File: src/rtl/mm_reg_bridge_pkg.sv
// Shared widths, defaults and FSM state encoding for the mm_reg_bridge slice.
// XLEN, XLEN_BYTES and MM_REG_ADDR_BITS may be overridden by the build.
`ifndef XLEN
`define XLEN 32
`endif
`ifndef XLEN_BYTES
`define XLEN_BYTES 4
`endif
`ifndef MM_REG_ADDR_BITS
`define MM_REG_ADDR_BITS 8
`endif

package mm_reg_bridge_pkg;

    localparam int XLEN       = `XLEN;
    localparam int XLEN_BYTES = `XLEN_BYTES;
    localparam int ADDR_BITS  = `MM_REG_ADDR_BITS;

    localparam logic [31:0] DEFAULT_BASE_ADDR      = 32'h2000_0000;
    localparam logic [7:0]  DEFAULT_TIMEOUT_CYCLES = 8'd15;

    typedef enum logic [2:0] {
        IDLE     = 3'd0,
        RD_WAIT  = 3'd1,
        WR_ISSUE = 3'd2,
        WR_WAIT  = 3'd3,
        RESP     = 3'd4
    } state_e;

    localparam logic [2:0] S_IDLE     = IDLE;
    localparam logic [2:0] S_RD_WAIT  = RD_WAIT;
    localparam logic [2:0] S_WR_ISSUE = WR_ISSUE;
    localparam logic [2:0] S_WR_WAIT  = WR_WAIT;
    localparam logic [2:0] S_RESP     = RESP;

    function automatic logic in_window(input logic [31:0] addr, input logic [31:0] base);
        return addr[31:ADDR_BITS+2] == base[31:ADDR_BITS+2];
    endfunction

endpackage

File: src/rtl/mm_reg_bridge_if.sv
// Core-side memory port plus split read/write register-bus port of the bridge.
// Modport slave is the bridge; modport master is the core/peripheral environment.
interface mm_reg_bridge_if;
    import mm_reg_bridge_pkg::*;

    logic                  mem_req;
    logic                  mem_we;
    logic [31:0]           mem_addr;
    logic [XLEN_BYTES-1:0] mem_byte_en;
    logic [XLEN-1:0]       mem_wdata;
    logic                  mem_ready;
    logic                  mem_ack;
    logic                  mem_err;
    logic [XLEN-1:0]       mem_rdata;

    logic                  WB_RD_STB_O;
    logic [ADDR_BITS-1:0]  WB_RD_ADR_O;
    logic [XLEN-1:0]       WB_RD_DAT_I;
    logic                  WB_RD_ACK_I;

    logic                  WB_WR_STB_O;
    logic                  WB_WR_WE_O;
    logic [XLEN_BYTES-1:0] WB_WR_SEL_O;
    logic [ADDR_BITS-1:0]  WB_WR_ADR_O;
    logic [XLEN-1:0]       WB_WR_DAT_O;
    logic                  WB_WR_ACK_I;

    modport slave (
        input  mem_req, mem_we, mem_addr, mem_byte_en, mem_wdata,
        output mem_ready, mem_ack, mem_err, mem_rdata,
        output WB_RD_STB_O, WB_RD_ADR_O,
        input  WB_RD_DAT_I, WB_RD_ACK_I,
        output WB_WR_STB_O, WB_WR_WE_O, WB_WR_SEL_O, WB_WR_ADR_O, WB_WR_DAT_O,
        input  WB_WR_ACK_I
    );

    modport master (
        output mem_req, mem_we, mem_addr, mem_byte_en, mem_wdata,
        input  mem_ready, mem_ack, mem_err, mem_rdata,
        input  WB_RD_STB_O, WB_RD_ADR_O,
        output WB_RD_DAT_I, WB_RD_ACK_I,
        input  WB_WR_STB_O, WB_WR_WE_O, WB_WR_SEL_O, WB_WR_ADR_O, WB_WR_DAT_O,
        output WB_WR_ACK_I
    );

endinterface

File: src/rtl/mm_reg_bridge_timer.sv
// Wait-cycle counter for the bridge ack timeout; expired flags the last allowed wait cycle.
// Only instantiated when MM_REG_BRIDGE_TIMEOUT_EN is defined.
module mm_reg_bridge_timer (
    input  logic       clk,
    input  logic       sync_reset,
    input  logic       i_clear,
    input  logic       i_enable,
    input  logic [7:0] i_limit,
    output logic       o_expired
);

    logic [7:0] r_count;

    // Count holds the index (from 0) of the current wait cycle.
    assign o_expired = i_enable && (r_count == i_limit - 8'd1);

    always_ff @(posedge clk) begin
        if (sync_reset || i_clear) begin
            r_count <= 8'd0;
        end else if (i_enable && !o_expired) begin
            r_count <= r_count + 8'd1;
        end
    end

endmodule

File: src/rtl/mm_reg_bridge.sv
// Core memory port to split read/write register bus bridge, one access at a time.
// Define MM_REG_BRIDGE_TIMEOUT_EN to abort wait states after TIMEOUT_CYCLES with mem_err.
module mm_reg_bridge
    import mm_reg_bridge_pkg::*;
#(
    parameter logic [31:0] BASE_ADDR      = DEFAULT_BASE_ADDR,
    parameter logic [7:0]  TIMEOUT_CYCLES = DEFAULT_TIMEOUT_CYCLES
) (
    input logic            clk,
    input logic            sync_reset,
    mm_reg_bridge_if.slave bus
);

    logic [2:0]            r_state;
    logic [2:0]            w_state_next;
    logic [ADDR_BITS-1:0]  r_rd_adr;
    logic [ADDR_BITS-1:0]  r_wr_adr;
    logic [XLEN-1:0]       r_wdata;
    logic [XLEN_BYTES-1:0] r_sel;
    logic [XLEN-1:0]       r_rdata;
    logic                  r_err;
    logic                  w_in_win;
    logic                  w_accept;
    logic                  w_waiting;
    logic                  w_wait_ack;
    logic                  w_expired;
    logic                  w_unused;

    assign w_in_win   = in_window(bus.mem_addr, BASE_ADDR);
    assign w_accept   = (r_state == S_IDLE) && bus.mem_req;
    assign w_waiting  = (r_state == S_RD_WAIT) || (r_state == S_WR_WAIT);
    assign w_wait_ack = ((r_state == S_RD_WAIT) && bus.WB_RD_ACK_I)
                     || ((r_state == S_WR_WAIT) && bus.WB_WR_ACK_I);

`ifdef MM_REG_BRIDGE_TIMEOUT_EN
    logic w_timer_clear;
    assign w_timer_clear = !w_waiting;
    assign w_unused      = ^bus.mem_addr[1:0];

    mm_reg_bridge_timer u_timer (
        .clk        (clk),
        .sync_reset (sync_reset),
        .i_clear    (w_timer_clear),
        .i_enable   (w_waiting),
        .i_limit    (TIMEOUT_CYCLES),
        .o_expired  (w_expired)
    );
`else
    assign w_expired = 1'b0;
    assign w_unused  = ^{TIMEOUT_CYCLES, bus.mem_addr[1:0]};
`endif

    always_comb begin
        w_state_next = r_state;
        case (r_state)
            S_IDLE: begin
                if (bus.mem_req) begin
                    if (!w_in_win)       w_state_next = S_RESP;
                    else if (bus.mem_we) w_state_next = S_WR_ISSUE;
                    else                 w_state_next = S_RD_WAIT;
                end
            end
            S_RD_WAIT:  if (w_wait_ack || w_expired) w_state_next = S_RESP;
            S_WR_ISSUE: w_state_next = S_WR_WAIT;
            S_WR_WAIT:  if (w_wait_ack || w_expired) w_state_next = S_RESP;
            S_RESP:     w_state_next = S_IDLE;
            default:    w_state_next = S_IDLE;
        endcase
    end

    always_ff @(posedge clk) begin
        if (sync_reset) begin
            r_state  <= S_IDLE;
            r_rd_adr <= '0;
            r_wr_adr <= '0;
            r_wdata  <= '0;
            r_sel    <= '0;
            r_rdata  <= '0;
            r_err    <= 1'b0;
        end else begin
            r_state <= w_state_next;
            if (w_accept) begin
                r_err   <= !w_in_win;
                r_rdata <= '0;
                // Write-side registers only move on writes so the bus holds its last value.
                if (w_in_win && bus.mem_we) begin
                    r_wr_adr <= bus.mem_addr[ADDR_BITS+1:2];
                    r_wdata  <= bus.mem_wdata;
                    r_sel    <= bus.mem_byte_en;
                end
                if (w_in_win && !bus.mem_we) begin
                    r_rd_adr <= bus.mem_addr[ADDR_BITS+1:2];
                end
            end
            if ((r_state == S_RD_WAIT) && bus.WB_RD_ACK_I) begin
                r_rdata <= bus.WB_RD_DAT_I;
            end
            if (w_waiting && w_expired && !w_wait_ack) begin
                r_err <= 1'b1;
            end
        end
    end

    assign bus.mem_ready   = (r_state == S_IDLE);
    assign bus.mem_ack     = (r_state == S_RESP);
    assign bus.mem_err     = (r_state == S_RESP) && r_err;
    assign bus.mem_rdata   = ((r_state == S_RESP) && !r_err) ? r_rdata : '0;

    assign bus.WB_RD_STB_O = (r_state == S_RD_WAIT);
    assign bus.WB_RD_ADR_O = r_rd_adr;
    assign bus.WB_WR_STB_O = (r_state == S_WR_ISSUE) || (r_state == S_WR_WAIT);
    assign bus.WB_WR_WE_O  = (r_state == S_WR_ISSUE);
    assign bus.WB_WR_SEL_O = r_sel;
    assign bus.WB_WR_ADR_O = r_wr_adr;
    assign bus.WB_WR_DAT_O = r_wdata;

endmodule

File: src/flat_wrapper.sv
// flat-port wrapper written by rule: the top's interface ports become plain ports
module mm_reg_bridge_flat import mm_reg_bridge_pkg::*;
#(
    parameter logic [31:0] BASE_ADDR      = DEFAULT_BASE_ADDR,
    parameter logic [7:0]  TIMEOUT_CYCLES = DEFAULT_TIMEOUT_CYCLES
)
  (clk, sync_reset, bus_mem_req, bus_mem_we, bus_mem_addr, bus_mem_byte_en, bus_mem_wdata, bus_mem_ready, bus_mem_ack, bus_mem_err, bus_mem_rdata, bus_WB_RD_STB_O, bus_WB_RD_ADR_O, bus_WB_RD_DAT_I, bus_WB_RD_ACK_I, bus_WB_WR_STB_O, bus_WB_WR_WE_O, bus_WB_WR_SEL_O, bus_WB_WR_ADR_O, bus_WB_WR_DAT_O, bus_WB_WR_ACK_I);
  mm_reg_bridge_if bus_i ();
  input logic clk;
  input logic sync_reset;
  input wire logic [$bits(bus_i.mem_req)-1:0] bus_mem_req;
  input wire logic [$bits(bus_i.mem_we)-1:0] bus_mem_we;
  input wire logic [$bits(bus_i.mem_addr)-1:0] bus_mem_addr;
  input wire logic [$bits(bus_i.mem_byte_en)-1:0] bus_mem_byte_en;
  input wire logic [$bits(bus_i.mem_wdata)-1:0] bus_mem_wdata;
  output wire logic [$bits(bus_i.mem_ready)-1:0] bus_mem_ready;
  output wire logic [$bits(bus_i.mem_ack)-1:0] bus_mem_ack;
  output wire logic [$bits(bus_i.mem_err)-1:0] bus_mem_err;
  output wire logic [$bits(bus_i.mem_rdata)-1:0] bus_mem_rdata;
  output wire logic [$bits(bus_i.WB_RD_STB_O)-1:0] bus_WB_RD_STB_O;
  output wire logic [$bits(bus_i.WB_RD_ADR_O)-1:0] bus_WB_RD_ADR_O;
  input wire logic [$bits(bus_i.WB_RD_DAT_I)-1:0] bus_WB_RD_DAT_I;
  input wire logic [$bits(bus_i.WB_RD_ACK_I)-1:0] bus_WB_RD_ACK_I;
  output wire logic [$bits(bus_i.WB_WR_STB_O)-1:0] bus_WB_WR_STB_O;
  output wire logic [$bits(bus_i.WB_WR_WE_O)-1:0] bus_WB_WR_WE_O;
  output wire logic [$bits(bus_i.WB_WR_SEL_O)-1:0] bus_WB_WR_SEL_O;
  output wire logic [$bits(bus_i.WB_WR_ADR_O)-1:0] bus_WB_WR_ADR_O;
  output wire logic [$bits(bus_i.WB_WR_DAT_O)-1:0] bus_WB_WR_DAT_O;
  input wire logic [$bits(bus_i.WB_WR_ACK_I)-1:0] bus_WB_WR_ACK_I;
  assign bus_i.mem_req = bus_mem_req;
  assign bus_i.mem_we = bus_mem_we;
  assign bus_i.mem_addr = bus_mem_addr;
  assign bus_i.mem_byte_en = bus_mem_byte_en;
  assign bus_i.mem_wdata = bus_mem_wdata;
  assign bus_mem_ready = bus_i.mem_ready;
  assign bus_mem_ack = bus_i.mem_ack;
  assign bus_mem_err = bus_i.mem_err;
  assign bus_mem_rdata = bus_i.mem_rdata;
  assign bus_WB_RD_STB_O = bus_i.WB_RD_STB_O;
  assign bus_WB_RD_ADR_O = bus_i.WB_RD_ADR_O;
  assign bus_i.WB_RD_DAT_I = bus_WB_RD_DAT_I;
  assign bus_i.WB_RD_ACK_I = bus_WB_RD_ACK_I;
  assign bus_WB_WR_STB_O = bus_i.WB_WR_STB_O;
  assign bus_WB_WR_WE_O = bus_i.WB_WR_WE_O;
  assign bus_WB_WR_SEL_O = bus_i.WB_WR_SEL_O;
  assign bus_WB_WR_ADR_O = bus_i.WB_WR_ADR_O;
  assign bus_WB_WR_DAT_O = bus_i.WB_WR_DAT_O;
  assign bus_i.WB_WR_ACK_I = bus_WB_WR_ACK_I;
  mm_reg_bridge #(.BASE_ADDR(BASE_ADDR), .TIMEOUT_CYCLES(TIMEOUT_CYCLES)) u_core (.clk(clk), .sync_reset(sync_reset), .bus(bus_i));
endmodule
File: config.mk
export PLATFORM = sky130hd
export DESIGN_NAME = mm_reg_bridge_flat
export DESIGN_NICKNAME = d
export VERILOG_FILES = /design/src/rtl/mm_reg_bridge_pkg.sv /design/src/rtl/mm_reg_bridge_if.sv /design/src/rtl/mm_reg_bridge_timer.sv /design/src/rtl/mm_reg_bridge.sv /design/src/flat_wrapper.sv
export SDC_FILE = /design/constraint.sdc
export NUM_CORES = 1
export LEC_CHECK = 0
export BUFFER_PORTS_ARGS = -buffer_cell sky130_fd_sc_hd__buf_4
export CAP_MARGIN = 20
export CORE_MARGIN = 10
export CORE_UTILIZATION = 40
export CTS_CLUSTER_SIZE = 40
export DETAILED_ROUTE_END_ITERATION = 8
export PLACE_DENSITY_LB_ADDON = 0.05
export SYNTH_ARGS = -nofsm -noshare
export SYNTH_HDL_FRONTEND = slang
export SYNTH_SLANG_ARGS = --single-unit
File: constraint.sdc
create_clock -name clk -period 4.25 [get_ports clk]
set_clock_uncertainty 0.2 [all_clocks]
set_input_delay 1.275 -clock clk [delete_from_list [all_inputs] [get_ports clk]]
set_output_delay 1.275 -clock clk [all_outputs]
set_load 0.1 [all_outputs]
==> results of run 1 <==
## power by group
| group | internal (mW) | switching [mW] |
|---|---|---|
| clock | 0.231 | 0.301 |
| combinational | 0.160 | 0.301 |
| sequential | 0.852 | 0.0372 |
## layout make-up
type                       count  area [um2]  share of cell area
clock buffer                  10         138              0.0258
clock inverter                 6        43.8             0.00822
inverter                       2        7.51             0.00141
multi-input combinational    294        1720               0.324
sequential                    88        1760               0.331
tap                          108         135              0.0254
timing repair buffer         202        1520               0.285
## logic make-up (layout without fill, tap and decap cells)
logic type      count (synthesis)  count (layout)  share of synthesized area
simple gates                  150             150                      0.229
flops                          88              88                      0.483
buf+inv                        45             220                     0.0628
compound gates                143             143                      0.223
mux                             1               1                    0.00309
## cell usage in the layout (no fill, tap or decap), types with 4 or more instances in the layout
| master | netlist | final |
|---|---|---|
| sky130_fd_sc_hd__and2_1 | 33 | 4 |
| sky130_fd_sc_hd__buf_4 | 1 | 202 |
| sky130_fd_sc_hd__nand3_1 | 52 | 52 |
| sky130_fd_sc_hd__a21oi_1 | 54 | 54 |
| sky130_fd_sc_hd__nor2_1 | 35 | 34 |
| sky130_fd_sc_hd__nor4_1 | 4 | 4 |
| sky130_fd_sc_hd__dfxtp_1 | 88 | 88 |
| sky130_fd_sc_hd__a22oi_1 | 32 | 32 |
| sky130_fd_sc_hd__clkbuf_8 | 0 | 10 |
| sky130_fd_sc_hd__o21ai_0 | 53 | 53 |
| sky130_fd_sc_hd__and2_2 | 0 | 29 |
## critical path: cells and delay by family (launching register included)
kind / cells / cell delay [ns]
AND/OR/NAND/NOR: 3 / 0.61
buffers and inverters: 2 / 0.56
flip-flops: 1 / 0.57
## per-layer routing
metal,vias to the layer above,track usage
met1,1799,0.202
met3,8,0.0837
met5,-,0
met4,0,0.0574
li1,1866,-
met2,147,0.295
## worst max path at each step
stage | slack [ns] | endpoint | cells after the start
floorplan | -0.12 | bus_WB_RD_STB_O | 2
global placement | 1.02 | bus_mem_rdata[24] | 5
detailed placement | 1.02 | u_core.bus.WB_RD_ADR_O[7]$_SDFFE_PP0P_ | 5
CTS | 0.63 | bus_mem_rdata[29] | 5
global route | 0.44 | bus_mem_rdata[17] | 5
finish | 0.67 | bus_mem_rdata[24] | 5
## sequential cells by signal, indices dropped and copies added, names as in the netlist
name	count
u_core.bus.WB_RD_ADR_O	8
u_core.bus.WB_WR_ADR_O	8
u_core.bus.WB_WR_DAT_O	32
u_core.bus.WB_WR_SEL_O	4
u_core.r_err	1
u_core.r_rdata	32
u_core.r_state	3
## metrics by stage
stage / utilization / cell area (um2) / instances / setup TNS (ns) / hold slack [ns]
2_1_floorplan: - / 3700 / 427 / -0.239 / 0.257
3_3_place_gp: 0.584 / 5140 / 694 / 0 / 0.257
3_5_place_dp: 0.584 / 5140 / 694 / 0 / 0.267
4_1_cts: 0.605 / 5330 / 710 / 0 / 0.280
5_1_grt: 0.605 / 5330 / 710 / 0 / 0.299
6_report: 0.605 / 5330 / 710 / 0 / 0.275
==> results by stage, run 1 <==
Status:
- The run finished with clean final reports.

Clock network:
- Counting every sink on the clock net gives 88.
- No sink is reached through more buffers than the 2 on the longest clock path.
- The root buffer cell is sky130_fd_sc_hd__clkbuf_8.
- The hold buffer count at CTS is 0.
- The H-tree level count is 3.
- The post-CTS setup buffer count is 0.
- The clock slew seen by the registers of the worst setup and hold paths is 0.08 ns.
- The number of clock buffers added by TritonCTS is 9.
- TritonCTS built the clock tree.
- The later pin in the worst-skew pair is clocked with a latency of 0.34 ns.
- After clock tree synthesis, the repair step resized 0 gates.

Synth:
- The average instance in the mapped netlist occupies 8.54 um2.
- The cell area after technology mapping is 0.00365 mm2.
- After technology mapping, the gate count stands at 427.
- The count of distinct cell types in the synthesized netlist is 35.
- After synthesis, the most frequently instantiated cells are 88 x sky130_fd_sc_hd__dfxtp_1, 54 x sky130_fd_sc_hd__a21oi_1, 53 x sky130_fd_sc_hd__o21ai_0.
- When the netlist entered floorplanning its net count stood at 533.
- The number of enable-type register cells in the synthesized netlist is 0.
- After synthesis, the cell types taking the most area are sky130_fd_sc_hd__dfxtp_1 48%, sky130_fd_sc_hd__a21oi_1 7.4%, sky130_fd_sc_hd__o21ai_0 7.3%.
- The share of Yosys cell area claimed by the top area cell type is 0.483.
- The library cell occupying the most area in the post-synthesis netlist is sky130_fd_sc_hd__dfxtp_1.
- The sequential fraction of the synthesis area is 0.483.
- The synthesized design contains 88 register bits.
- In the synthesized netlist the async set-or-reset flop fraction comes to 0.
- In the synthesized netlist the dominant register cell turns out to be sky130_fd_sc_hd__dfxtp_1.
- Among all cell types in the netlist, the one instantiated most often is sky130_fd_sc_hd__dfxtp_1.
- The total of warnings raised by yosys is 0.

Power and ir drop:
- The total power density per cell area is 353 mW/mm2.
- The highest ir drop seen on vdd is 0.193 mV.
- In this run the static leakage power is 2.23 nW.
- The total power consumption of the routed design is 1.88 mW.

Detailed routing:
- The aggregate routed wire length is 12700 um.
- The per-cell via count in the routed design is 5.38.
- The met1 layer wirelength in the final routing is 4940 um.
- The first-pass detailed-route iteration total is 4.
- The number of routed nets with antenna violations is 0.
- The met2 wire length is 6130 um.
- The met3 layer wire length in the routed design is 1480 um.
- For this block, the initial DRC count from the detailed router was 253.
- Summing over every cut layer, the via total after detailed routing is 3820.
- The residual DRC count is 0.
- The detail-routed net length per standard cell is 17.9 um.
- The highest metal layer with signal wires is met4.

Critical path:
- In this run the critical register-to-register path is captured at u_core.bus.WB_WR_DAT_O[3]$_SDFFE_PP0P_.
- At the worst endpoint, the arrival time is 2.11 ns.
- The kind of launch point of the worst setup path is a register.
- STA classifies the critical path endpoint as an output pin.
- The most frequent cell on the critical path is sky130_fd_sc_hd__buf_4.
- In this run the worst setup path begins at u_core.r_state[2]$_SDFFE_PP0P_.
- The launching point of the worst reg2reg path is u_core.r_state[0]$_SDFFE_PP0P_.
- Walking the worst path, the cells encountered are nor3b_4 -> nor2b_1 -> buf_4 -> and2_2 -> buf_4.
- The slowest library cell on the worst path is sky130_fd_sc_hd__dfxtp_1.
- The number of cells on the worst reg-to-reg path is 5.
- The endpoint required time on the critical path is 2.77 ns.
- The flop-to-flop setup slack is 1.91 ns.
- The highest net fanout along the worst path is 32.
- The setup path with the least slack is of type register to output pin.
- The largest stage delay on the critical path is 0.57 ns.

STA:
- The final setup violation count is 0.
- The upper clock frequency limit is 0.279 GHz.
- The setup slack after layout is 0.666 ns.
- Setup repair after global routing left no endpoint under its margin.
- The max-slew violation total from the final report came to 0.
- The worst path needs 3.58 ns of the cycle, external delays included.
- Headroom to the max-slew limit came out at 0.470.
- The final hold violation count is 0.
- For the pin with the worst max-slew slack, the measured transition is 0.789 ns.
- The share of the clock period used by the worst path is 0.843.

Global routing:
- The sum of overflow across all layers after global routing is 0.
- Entering global routing, the biggest net connects 57 pins.
- The wire length of the first global-routing pass is 19400 um.
- The number of global-route vias before repair is 3837.
- The overall track demand over capacity in global routing is 0.179.
- The initial antenna violation count came to 0.

Finish:
- The net total in the final layout is 703.
- Of the cells placed in the final design, the portion with a size suffix greater than 1 is 0.425.
- The number of filler cells placed in the layout is 802.
- The number of antenna diodes in the final layout is 0.
- The signed area change from the synthesized netlist to the final layout is 46.0%.

Min path:
- The path with the worst hold slack has its endpoint at u_core.bus.WB_WR_SEL_O[0]$_SDFFE_PP0P_.
- Counting instances, the worst hold path has a depth of 2.
- The worst hold-check path type is register to register.
- In this run the most critical hold path is launched from u_core.bus.WB_WR_SEL_O[0]$_SDFFE_PP0P_.

Run:
- Max-cap violations in this run came to 0.

Die:
- The initial utilization of the core area, before any placement, comes to 0.414.
- The die outline width is 116 um.
- The I/O pin count is 196.
- The core region is 0.00881 mm2.
- The vertical die dimension is 116 um.
- The die outline area is 0.0133 mm2.
- After floorplanning, the core was divided into 34 placement rows.

Placement:
- OpenSTA, run right after detailed placement, puts the worst setup slack at 1.02 ns.
- The count of buffers added on input and output ports is 193.
- At the end of routability-driven placement, the weighted congestion stood at 0.760.
- The total half-perimeter wirelength after legalization and detailed placement is 9040 um.
Power figures use the tool's default switching activity.
==> run 2: changes to the inputs <==
==> constraint.sdc (replaced) <==
create_clock -name clk -period 3.5 [get_ports clk]
set_clock_uncertainty 0.2 [all_clocks]
set_input_delay 1.05 -clock clk [delete_from_list [all_inputs] [get_ports clk]]
set_output_delay 1.05 -clock clk [all_outputs]
set_load 0.1 [all_outputs]
==> run 2 against run 1 <==
  * Via count down 1.7%
  * Clock power up 20%
  * Global-route usage up 0.10 points
  * Design area up 1.9%
  * Total power up 23%
  * Non-clock buffer count up 4
  * Cell count up 0.56%
  * Hold slack better by 0.00098 ns
  * Worst setup slack worse by 0.47 ns
  * Critical path type unchanged
==> results by stage, run 2 (synthesis gave the netlist of run 1 again) <==
Global routing:
- The initial antenna violation count is 0 (unchanged).
- The largest net degree at the start of global routing is 69 (+21%).
- The sum of overflow across all layers after global routing was 0 (unchanged).
- The wire length of the first global-routing pass is 19600 um (+1.1%).
- The number of global-route vias before repair is 3764 (-1.9%).
- The overall track demand over capacity in global routing is 0.180 (+0.00104).

Critical path:
- The highest net fanout along the worst path is 32 (unchanged).
- By startpoint and endpoint, the worst setup path is classified as register to output pin.
- The largest stage delay on the critical path is 0.46 ns (-0.11 ns).
- The combined buffer and inverter count along the critical path is 2 (unchanged).
- Among the stages of the critical path, the cell type that occurs most often is sky130_fd_sc_hd__buf_4.
- The worst reg2reg path endpoint is u_core.bus.WB_WR_DAT_O[21]$_SDFFE_PP0P_.
- STA classifies the critical path startpoint as a register.
- The length in cells of the worst reg-to-reg path is 6 (+1).
- The flop-to-flop setup slack is 1.34 ns (-0.57 ns).
- Walking the worst path, the cells encountered are nor3b_4 -> nor2b_4 -> buf_4 -> and2_4 -> buf_4.
- The kind of cell with the highest combined delay on the critical path is simple AND/OR/NAND/NOR gates.
- The kind of end point of the critical path is an output pin.
- The arrival time at the worst endpoint is 2.05 ns (-0.06 ns).
- The launching point of the worst reg2reg path is u_core.r_state[2]$_SDFFE_PP0P_.
- The endpoint required time on the critical path was 2.25 ns (-0.52 ns).
- The slowest library cell on the worst path is sky130_fd_sc_hd__dfxtp_1.

Detailed routing:
- The via total after detailed routing is 3755 (-1.7%).
- The number of violations reported at the end of detailed-routing iteration 0 is 197 (-22%).
- The per-cell via count in the routed design came to 5.26 (-2.3%).
- The first-pass detailed-route iteration total is 4 (unchanged).
- The aggregate routed wire length was 12700 um (-0.35%).
- The number of routed nets with antenna violations came to 0 (unchanged).
- The detail-routed net length per standard cell came to 17.7 um (-0.91%).
- The residual DRC count is 0 (unchanged).

Clock network:
- TritonCTS built the clock tree.
- The number of gates given a new drive strength after cts is 0 (unchanged).
- The buffer depth of the longest clock path was 2 (unchanged).
- The number of clock sinks is 88 (unchanged).
- The number of buffers created by CTS was 9 (unchanged).
- The H-tree level count is 3 (unchanged).
- The hold buffer count at CTS is 0 (unchanged).
- The root buffer cell is sky130_fd_sc_hd__clkbuf_8.
- The post-CTS setup buffer count is 0 (unchanged).
- The source-to-sink clock delay at the later pin of the worst-skew pair is 0.35 ns (about the same).
- The clock slew seen by the registers of the worst setup and hold paths is 0.09 ns (about the same).

Die:
- The vertical die dimension is 116 um (unchanged).
- The die outline area is 0.0133 mm2 (unchanged).
- The starting density of the core came to 0.414 (unchanged).
- The core footprint came to 0.00881 mm2 (unchanged).
- The I/O pin count came to 196 (unchanged).
- The die outline width is 116 um (unchanged).
- The cell row count is 34 (unchanged).

Run:
- The count of maximum capacitance violations is 0 (unchanged).

STA:
- The final setup violation count is 0 (unchanged).
- The final hold violation count is 0 (unchanged).
- Static timing analysis puts the maximum clock frequency at 0.303 GHz.
- The actual transition at the worst max-transition pin came to 0.718 ns (-0.0706 ns).
- Setup repair after global routing left no endpoint under its margin.
- The max-slew violation total from the final report is 0 (unchanged).
- In the finished design, the share of the clock period the worst path needs comes to 0.944.
- The headroom to the max-slew limit was 0.521 (+0.0515).
- The final critical path time including I/O delays and setup is 3.30 ns.

Finish:
- Leaving out fill and tap cells, the most frequent cells in the layout are 204 x sky130_fd_sc_hd__buf_4, 88 x sky130_fd_sc_hd__dfxtp_1, 54 x sky130_fd_sc_hd__a21oi_1, 53 x sky130_fd_sc_hd__o21ai_0, 52 x sky130_fd_sc_hd__nand3_1.
- The library cell used most frequently in the layout, excluding fill and tap cells, is sky130_fd_sc_hd__buf_4.
- The number of diodes added for antenna fixing is 0 (unchanged).
- The ratio of cells with drive above 1 in the final layout is 0.436 (+0.0104).
- The net total in the final layout is 707 (+0.57%).
- The utilization after layout is 0.616 (+0.0117).
- Relative to the synthesized area, the layout overhead comes to 48.8%.

Power and ir drop:
- The total power density per cell area came to 425 mW/mm2 (+20%).
- The highest ir drop seen on vdd came to 0.245 mV (+27%).
- The total power consumption of the routed design is 2.31 mW (+23%).
- The leakage dissipation was 2.26 nW (+1.7%).

Min path:
- The startpoint identified for the worst hold timing path is u_core.bus.WB_WR_DAT_O[27]$_SDFFE_PP0P_.
- The hold path depth is 2 (unchanged).
- In this run the worst hold path is classified as register to register.
- The destination of the worst hold path is u_core.bus.WB_WR_DAT_O[27]$_SDFFE_PP0P_.

Placement:
- The final weighted congestion in routability-driven placement was 0.766 (+0.83%).
- The count of port buffers added during placement is 193 (unchanged).
- The total half-perimeter wirelength after legalization and detailed placement is 8990 um (-0.50%).

Status:
- The flow ran to the end, and the final reports show no timing, DRC or antenna violations.
[run 2: power by group]
group	leakage (nW)	total (mW)	switching (mW)	internal, mW
clock network	0.0789	0.638	0.377	0.261
registers	0.710	1.07	0.0388	1.03
logic	1.48	0.597	0.389	0.208
[run 2: through the flow]
step | setup slack [ns] | TNS (ns) | hold WS, ns | instances | cell area (um2)
global route | 0.0645 | 0 | 0.293 | 714 | 5430
floorplan | -0.441 | -0.851 | 0.257 | 427 | 3760
detailed placement | 0.496 | 0 | 0.265 | 698 | 5260
CTS | 0.155 | 0 | 0.278 | 714 | 5430
global placement | 0.537 | 0 | 0.258 | 698 | 5260
finish | 0.196 | 0 | 0.276 | 714 | 5430
[run 2: worst reg2reg max path, stage by stage (launching register included)]
cell,delay [ns]
sky130_fd_sc_hd__dfxtp_1,0.32
sky130_fd_sc_hd__buf_4,0.17
sky130_fd_sc_hd__or4b_1,0.63
sky130_fd_sc_hd__nor4_4,0.23
sky130_fd_sc_hd__buf_12,0.26
sky130_fd_sc_hd__nand3_1,0.12
sky130_fd_sc_hd__a21oi_1,0.16
[run 2: cell type report]
class                   instances  area [um2]
fillers                       844        3380
multi-input cells             294        1780
flip-flops and latches         88        1760
repair buffers                206        1570
well taps                     108         135
clock buffers                  10         128
clock inverters                 6        45.0
inverters                       2        7.51
[run 2: worst max-delay path by stage]
| stage | start | to | slack [ns] | cells past startpoint |
|---|---|---|---|---|
| floorplan | u_core.r_state[2]$_SDFFE_PP0P_ | bus_mem_rdata[10] | -0.44 | 5 |
| global placement | bus_mem_addr[26] | u_core.r_state[0]$_SDFFE_PP0P_ | 0.54 | 5 |
| detailed placement | bus_mem_addr[26] | u_core.bus.WB_WR_DAT_O[6]$_SDFFE_PP0P_ | 0.50 | 6 |
| CTS | u_core.r_state[1]$_SDFFE_PP0P_ | bus_mem_rdata[21] | 0.15 | 5 |
| global route | u_core.r_state[1]$_SDFFE_PP0P_ | bus_mem_rdata[21] | 0.06 | 5 |
| finish | u_core.r_state[1]$_SDFFE_PP0P_ | bus_mem_rdata[21] | 0.20 | 5 |
[run 2: layer usage]
| layer | vias up | global-route usage | wire length, um |
|---|---|---|---|
| met3 | 8 | 0.0920 | 1370 |
| met2 | 133 | 0.293 | 5980 |
| met5 | - | 0 | 0 |
| met1 | 1745 | 0.205 | 5150 |
| li1 | 1869 | - | - |
| met4 | 0 | 0.0481 | 162 |
==> run 3: changes to the inputs <==
==> constraint.sdc (replaced) <==
create_clock -name clk -period 3.1 [get_ports clk]
set_clock_uncertainty 0.2 [all_clocks]
set_input_delay 0.93 -clock clk [delete_from_list [all_inputs] [get_ports clk]]
set_output_delay 0.93 -clock clk [all_outputs]
set_load 0.1 [all_outputs]
==> run 3 against run 2 <==
  * Hold slack worse by 0.0020 ns
  * Register-to-register slack got worse by 0.44 ns
  * Via count is 0.96% higher
  * Die area unchanged
  * Sequential share of layout area fell by 0.86 points
  * Sequential power rose by 13%
  * Core utilization rose by 1.8 points
  * Largest cell class unchanged
  * Non-clock buffer count rose by 1
  * Largest power group unchanged
  * Worst setup slack got worse by 0.10 ns
  * Critical path depth unchanged
==> results by stage, run 3 (synthesis gave the netlist of run 1 again) <==
Critical path:
- The critical path is of the register to output pin type.
- The highest net fanout along the worst path was 32 (unchanged).
- The kind of end point of the critical path is an output pin.
- The arrival time at the worst endpoint was 1.88 ns (-0.17 ns).
- The endpoint required time on the critical path came to 1.97 ns (-0.28 ns).
- The kind of launch point of the worst setup path is a register.
- The flop-to-flop setup slack was 0.90 ns (-0.44 ns).

Finish:
- The signed area change from the synthesized netlist to the final layout is 53.2%.
- In the layout the commonest cells are 182 x sky130_fd_sc_hd__buf_4, 87 x sky130_fd_sc_hd__dfxtp_1, 54 x sky130_fd_sc_hd__a21oi_1, 53 x sky130_fd_sc_hd__o21ai_0, 52 x sky130_fd_sc_hd__nand3_1.
- The number of filler cells placed in the layout came to 793 (-6.0%).
- The net total in the final layout is 708 (+0.14%).
- The ratio of cells with drive above 1 in the final layout was 0.442 (+0.00587).
- The number of diodes added for antenna fixing was 0 (unchanged).
- Leaving out fill and tap cells, the most frequent cell in the layout is sky130_fd_sc_hd__buf_4.
- The final cell area excluding filler cells was 0.00559 mm2 (+3.0%).

Power and ir drop:
- The leakage dissipation is 2.32 nW (+2.5%).
- The total power density per cell area is 499 mW/mm2 (+17%).
- The total power consumption of the routed design is 2.79 mW (+21%).
- The highest ir drop seen on vdd is 0.299 mV (+22%).

Global routing:
- The initial antenna violation count is 0 (unchanged).
- The global routing stage identified its most utilized layer as met2.
- The wire length of the first global-routing pass is 19600 um (-0.14%).
- The overall track demand over capacity in global routing came to 0.181 (+0.000697).
- The met3 usage is 0.0713 (-0.0207).
- The largest net degree at the start of global routing is 48 (-30%).
- The routing usage on met1 came to 0.214 (+0.00903).
- The number of global-route vias before repair came to 3772 (+0.21%).
- The sum of overflow across all layers after global routing is 0 (unchanged).
- The met2 track demand over resource came to 0.292 (-0.000763).

STA:
- The headroom to the max-slew limit came to 0.633 (+0.111).
- The actual transition at the worst max-transition pin is 0.546 ns (-0.172 ns).
- The final hold violation count is 0 (unchanged).
- The share of the clock period used by the worst path is 0.969.
- Based on the critical path, the design can be clocked at up to 0.333 GHz.
- The worst path in the final design needs a cycle of 3.01 ns, including I/O delays and setup.
- The setup slack after layout came to 0.0946 ns (-0.102 ns).
- The hold slack was 0.274 ns (-0.00205 ns).
- The max-slew violation total from the final report was 0 (unchanged).
- The final setup violation count was 0 (unchanged).

Placement:
- The pre-CTS setup slack is 0.193 ns (-0.303 ns).
- The instance area at placement was 0.00528 mm2 (+0.50%).
- The total half-perimeter wirelength after legalization and detailed placement came to 9110 um (+1.3%).
- The final weighted congestion in routability-driven placement is 0.787 (+2.8%).
- The count of port buffers added during placement came to 193 (unchanged).

Clock network:
- The clock slew seen by the registers of the worst setup and hold paths was 0.09 ns (about the same).
- The hold buffer count at CTS came to 0 (unchanged).
- The number of buffers created by CTS was 9 (unchanged).
- The H-tree level count is 3 (unchanged).
- The clock tree from TritonCTS is done.
- The source-to-sink clock delay at the later pin of the worst-skew pair is 0.34 ns (about the same).
- The buffer depth of the longest clock path is 2 (unchanged).
- The number of clock sinks was 88 (unchanged).
- The root buffer cell is sky130_fd_sc_hd__clkbuf_8.

Die:
- The starting density of the core is 0.414 (unchanged).
- The I/O pin count came to 196 (unchanged).
- The die outline area was 0.0133 mm2 (unchanged).
- The cell row count was 34 (unchanged).
- The vertical die dimension is 116 um (unchanged).
- The core footprint is 0.00881 mm2 (unchanged).
- The die outline width is 116 um (unchanged).

Detailed routing:
- The residual DRC count is 0 (unchanged).
- The number of violations reported at the end of detailed-routing iteration 0 was 211 (+7.1%).
- The number of routed nets with antenna violations is 0 (unchanged).
- The aggregate routed wire length is 12700 um (about the same).
- The first-pass detailed-route iteration total is 7 (+3).
- The via total after detailed routing came to 3791 (+0.96%).
- The detail-routed net length per standard cell is 17.7 um (-0.23%).
- The per-cell via count in the routed design is 5.30 (+0.82%).

Run:
- The count of maximum capacitance violations came to 0 (unchanged).

Min path:
- The worst hold-check path type is register to register.

Status:
- The flow ran to the end, and the final reports show no timing, DRC or antenna violations.
## run 3: final timing paths
path | cells past startpoint | to | startpoint
worst max-delay path | 5 | bus_mem_rdata[13] | u_core.r_state[2]$_SDFFE_PP0P_
worst min-delay path | 2 | u_core.bus.WB_WR_ADR_O[4]$_SDFFE_PP0P_ | u_core.bus.WB_WR_ADR_O[4]$_SDFFE_PP0P_
worst max register to register | 6 | u_core.bus.WB_WR_DAT_O[29]$_SDFFE_PP0P_ | u_core.r_state[0]$_SDFFE_PP0P_
worst min register to register | 2 | u_core.bus.WB_WR_ADR_O[4]$_SDFFE_PP0P_ | u_core.bus.WB_WR_ADR_O[4]$_SDFFE_PP0P_
## run 3: layout make-up
type	instances	area, um2	share of cell area
Inverter	2	7.51	0.00134
Clock buffer	11	141	0.0253
Clock inverter	5	80.1	0.0143
Timing Repair Buffer	207	1670	0.300
Multi-Input combinational cell	294	1780	0.319
Tap cell	108	135	0.0242
Sequential cell	88	1770	0.316
## run 3: what timing repair did
item / 4_1_cts / 5_1_grt
buffers inserted: 0 / 0
endpoints found under the setup margin: 21 / 22
resized for setup: 1 / 22
## run 3: routing by layer
layer / part of all wire / vias to the layer above
met5: 0 / -
met4: 0.017 / 0
met3: 0.10 / 18
met2: 0.47 / 143
met1: 0.41 / 1758
li1: - / 1872
## run 3: critical path, cell delays in order, from the launching register on
cell                      delay, ns
sky130_fd_sc_hd__dfxtp_4       0.44
sky130_fd_sc_hd__nor3b_4       0.26
sky130_fd_sc_hd__nor2b_4       0.21
sky130_fd_sc_hd__buf_12        0.19
sky130_fd_sc_hd__and2_4        0.15
sky130_fd_sc_hd__buf_4         0.28
## run 3: per-stage QoR
step           setup TNS [ns]  instances  utilization
2_1_floorplan           -6.84        427            -
3_3_place_gp                0        699        0.600
3_5_place_dp                0        699        0.600
4_1_cts                     0        715        0.625
5_1_grt               -0.0286        715        0.635
6_report                    0        715        0.635
## run 3: report_power, final
| group | internal, mW | total, mW | switching, mW |
|---|---|---|---|
| registers | 1.17 | 1.21 | 0.0394 |
| logic | 0.252 | 0.700 | 0.448 |
| clock network | 0.475 | 0.880 | 0.405 |
| total | 1.90 | 2.79 | 0.892 |
